===== config.mk =====
export PLATFORM = sky130hd
export DESIGN_NAME = demux_8_hs
export DESIGN_NICKNAME = d
export VERILOG_FILES = /design/src/rtl/demux_8_hs.sv
export SDC_FILE = /design/constraint.sdc
export NUM_CORES = 1
export LEC_CHECK = 0
export CAP_MARGIN = 20
export CORE_ASPECT_RATIO = 1.75
export CORE_MARGIN = 2
export CORE_UTILIZATION = 52
export CTS_BUF_LIST = sky130_fd_sc_hd__clkbuf_16
export CTS_CLUSTER_DIAMETER = 100
export CTS_CLUSTER_SIZE = 28
export DETAILED_ROUTE_END_ITERATION = 8
export GPL_TIMING_DRIVEN = 0
export MAX_ROUTING_LAYER = met4
export PLACE_DENSITY = 0.86
export REMOVE_ABC_BUFFERS = 1
export SLEW_MARGIN = 0
export SYNTH_ARGS = -nofsm -noshare
export SYNTH_HDL_FRONTEND = slang
export SYNTH_SLANG_ARGS = --single-unit

===== constraint.sdc =====
create_clock -name clk -period 5.3 [get_ports clk]
set_input_delay 1.06 -clock clk [delete_from_list [all_inputs] [get_ports clk]]
set_output_delay 1.06 -clock clk [all_outputs]
set_load 0.03 [all_outputs]

===== src/rtl/demux_8_hs.sv =====
`default_nettype none
// ============================================================================
// Module   : demux_8_hs
// Purpose  : Registered 1-to-8 demultiplexer with valid/ready handshakes.
//            Each output lane has a one-entry buffer. A word goes to the
//            lane picked by in_sel, or to all eight lanes when in_bcast=1.
//            A broadcast is taken only when every lane can accept it.
// Revision : 1.0 - initial release
// ============================================================================
module demux_8_hs #(
  parameter int N  = 32,
  parameter int CW = 16
) (
  input  logic           clk,
  input  logic           reset,
  input  logic           in_valid,
  output logic           in_ready,
  input  logic [N-1:0]   in_data,
  input  logic [2:0]     in_sel,
  input  logic           in_bcast,
  output logic [7:0]     out_valid,
  input  logic [7:0]     out_ready,
  output logic [8*N-1:0] out_data,
  output logic [CW-1:0]  xfer_count
);

  localparam int c_LANES = 8;

  logic          r_full [c_LANES];
  logic [N-1:0]  r_data [c_LANES];
  logic [CW-1:0] r_xfer_count;

  logic [7:0]    w_lane_can;
  logic [7:0]    w_write;
  logic [7:0]    w_drain;
  logic          w_accept;

  // A lane can take a word if it is empty or its word leaves this cycle.
  // A broadcast needs every lane; a directed write needs only its own lane.
  // in_sel is 3 bits wide, so every value indexes a real lane.
  always_comb begin
    in_ready = w_lane_can[in_sel];
    if (in_bcast) begin
      in_ready = &w_lane_can;
    end
  end

  assign w_accept = in_valid & in_ready;

  genvar gi;
  generate
    for (gi = 0; gi < c_LANES; gi++) begin : g_lane
      assign w_lane_can[gi] = ~r_full[gi] | out_ready[gi];
      assign w_write[gi]    = w_accept & (in_bcast | (in_sel == 3'(gi)));
      assign w_drain[gi]    = r_full[gi] & out_ready[gi];

      // Lane buffer: a write wins over a drain, which gives bubble-free
      // pass-through when the consumer takes the old word in the same cycle.
      always_ff @(posedge clk) begin
        if (reset) begin
          r_full[gi] <= 1'b0;
          r_data[gi] <= '0;
        end else if (w_write[gi]) begin
          r_full[gi] <= 1'b1;
          r_data[gi] <= in_data;
        end else if (w_drain[gi]) begin
          r_full[gi] <= 1'b0;
        end
      end

      assign out_valid[gi]         = r_full[gi];
      assign out_data[gi*N +: N]   = r_data[gi];
    end
  endgenerate

  // Count accepted input transfers; a broadcast counts once. Wraps naturally.
  always_ff @(posedge clk) begin
    if (reset) begin
      r_xfer_count <= '0;
    end else if (w_accept) begin
      r_xfer_count <= r_xfer_count + 1'b1;
    end
  end

  assign xfer_count = r_xfer_count;

  // Lane write/drain vectors are kept whole for readability of waveforms.
  logic w_unused;
  assign w_unused = ^{w_write, w_drain};

endmodule
`default_nettype wire


==> out/qor.yml <==
yosys:
  synth-edff-count: 264
  synth.top_cell.area_share_pct: 69.3
  synth_warnings: 0
  synth.cell_area_um2: 11400
  synth-async-reset-ratio_pct: 0
  ys_seq_area_share_pct: 72.1
  avgSynthCellArea_um2: 15.6
  synth-main-ff-cell: "edfxtp_1"
  ys_ff_latch: 280
  ys_types: 47
  yosysTopAreaCell: "edfxtp_1"
  ys_top_cells_by_area: "edfxtp_1 69%, and2_1 13%, dfxtp_1 2.8%"
  synth_cells: 734
floorplan:
  start_util_pct: 53.0
  die_width_um: 116
  fp.coreArea_um2: 21600
  fp.dieArea_um2: 23200
  num_rows: 71
  num_io_pins: 328
  fp.dieH_um: 200
final_layout:
  ff_latch_area_um2: 8250
  design_area_um2: 15500
  drive_gt1_share_pct: 8.83
  multi_input_area_um2: 2800
  fillers: 1389
  syn2layout_area_growth_pct: 35.2
  layout_commonest_cell: "clkdlybuf4s50_1"
  nets: 1106
  fin_util_pct: 71.6
  final_cell_mix: "326 x clkdlybuf4s50_1, 264 x edfxtp_1, 233 x and2_1"
worst_setup_path:
  timing.critical_path.buf_inv: 2
  path_class: "in -> out"
  r2r-end: "r_data[0][30]$_SDFFCE_PN0P_"
  crit_required_ns: 4.24
  cp_cell_sequence: "clkdlybuf4s50_1 > and2b_2 > or4_4 > or4_4 > nand2_1 > clkdlybuf4s50_1"
  cp-end-kind: "primary output"
  r2r_setup_slack_ns: 1.56
  timing.rr.start: "r_full[1][1]$_SDFFCE_PP0P_"
  cp-start-kind: "primary input"
  crit_arrival_ns: 3.71
  critPathMaxStageDelay_ns: 0.69
  r2r_cells: 5
  cp_slowest_cell: "or4_4"
  crit_fanout: 10
  crit_family: "simple AND/OR/NAND/NOR gates"
placed_design:
  place_area_um2: 15100
  dp_hpwl_um: 22500
  dp_slack_ns: 0.455
  io_buffers: 327
  place_congestion: 0.882
power_and_ir_drop:
  peakVddDrop_mv: 0.358
  power.density_nw_per_um2: 305
  finalPower_mw: 4.72
  leakage_nw: 5.74
global_route:
  grt_antenna_before_repair: 1
  globalRouteOverflowTotal: 0
  grt_max_degree: 48
  grt_pass1_vias: 7268
  grt_first_pass_wirelength_um: 45800
  gr-usage-all-layers_pct: 28.0
sta:
  tightest_slew_ns: 1.20
  skew_ns: 0.0183
  slew_headroom_pct: 19.7
  rsz0062_at_grt: "no"
  fin_ws_ns: 0.534
  period_minus_slack_ns: 4.77
  slew_viol_final: 0
  finalHoldViolCount: 0
  fmax_ghz: 0.210
  holdWs_ns: 0.534
  period_share_pct: 89.9
  setup_violations: 0
drt:
  ant_nets: 0
  wl_per_cell_um: 23.2
  drt-pass1-iter-count: 5
  initialDrtViolationCount: 485
  viasPerCell: 5.34
  num_vias: 7248
  drc: 0
  drt_wl_total_um: 31500
clock_network:
  clockRootBuffer: "clkbuf_16"
  cts_resized: 0
  cts_buffer_depth: 3
  htreeDepth: 1
  cts_hold_buf: 0
  cts_setup_buffers: 0
  cts.sinks: 280
  cts_buffers: 13
  clk_pin_slew_ns: 0.10
  cts_tree: "built"
  clock_latency_ns: 0.48
run:
  cap_violations: 0
hold_path:
  holdPathEnd: "xfer_count[1]$_SDFFE_PP0P_"
  hold_class: "reg -> reg"
  min_path_cells: 2
  worstHoldStart: "xfer_count[1]$_SDFFE_PP0P_"
run_status:
  status: "completed"
-- worst reg2reg max path, delay by kind of cell, from the launching register on --
kind | cells | cell delay [ns]
flops | 1 | 0.46
compound gates | 1 | 0.87
simple gates | 4 | 2.01
-- how the worst max path moves through the flow --
stage	start	end	slack, ns	depth (start not counted)
2_1_floorplan	out_ready[7]	r_data[0][0]$_SDFFCE_PN0P_	1.41	5
3_3_place_gp	in_sel[0]	r_data[1][82]$_SDFFCE_PN0P_	-0.02	6
3_5_place_dp	in_sel[0]	r_data[0][18]$_SDFFCE_PN0P_	0.45	6
4_1_cts	out_ready[7]	in_ready	0.54	6
5_1_grt	out_ready[7]	in_ready	0.49	6
6_report	out_ready[7]	in_ready	0.53	6
-- metal layers --
metal,track usage [%],vias up,routed length (um)
met2,50.4,331,17400
met3,3.69,81,1830
met1,29.8,3600,10600
met4,12.8,0,1690
li1,-,3236,-
met5,-,-,0
-- synth_stat cells, types with 8 or more instances --
master	count
a211oi_4	8
buf_6	24
a21oi_1	18
inv_1	13
dfxtp_1	16
a21o_1	10
and2_1	233
and2_2	25
nor2b_1	14
nor2_1	18
edfxtp_1	264
clkbuf_1	8
nand3_1	8
-- registers in the layout, summed over array words and instances, names as in the netlist --
register    flops
r_data        256
r_full          8
xfer_count     16
-- power by group --
part	leakage (nW)	switching [mW]	internal (mW)
clock	0.203	0.632	0.453
sequential	2.91	0.0499	2.59
combinational	2.62	0.623	0.369
-- area by class of cell --
type | count | area share (%)
inverters | 13 | 0.316
repair buffers | 346 | 23.5
clock inverters | 8 | 0.194
flip-flops and latches | 280 | 53.4
clock buffers | 13 | 2.10
well taps | 292 | 2.36
multi-input cells | 404 | 18.1
diodes | 1 | 0.0162
-- cell families after synthesis --
logic type,share of synthesized area (%)
muxes,1.38
buffers and inverters,3.47
adders and majority gates,0.109
DFF,72.1
AOI/OAI and AO/OA,4.64
and+or+nand+nor,18.3
-- stage by stage --
step	std cells	setup TNS, ns
floorplan	697	0
global placement	1316	-1.24
detailed placement	1335	0
CTS	1356	0
global route	1357	0
finish	1357	0
Power figures use the tool's default switching activity.
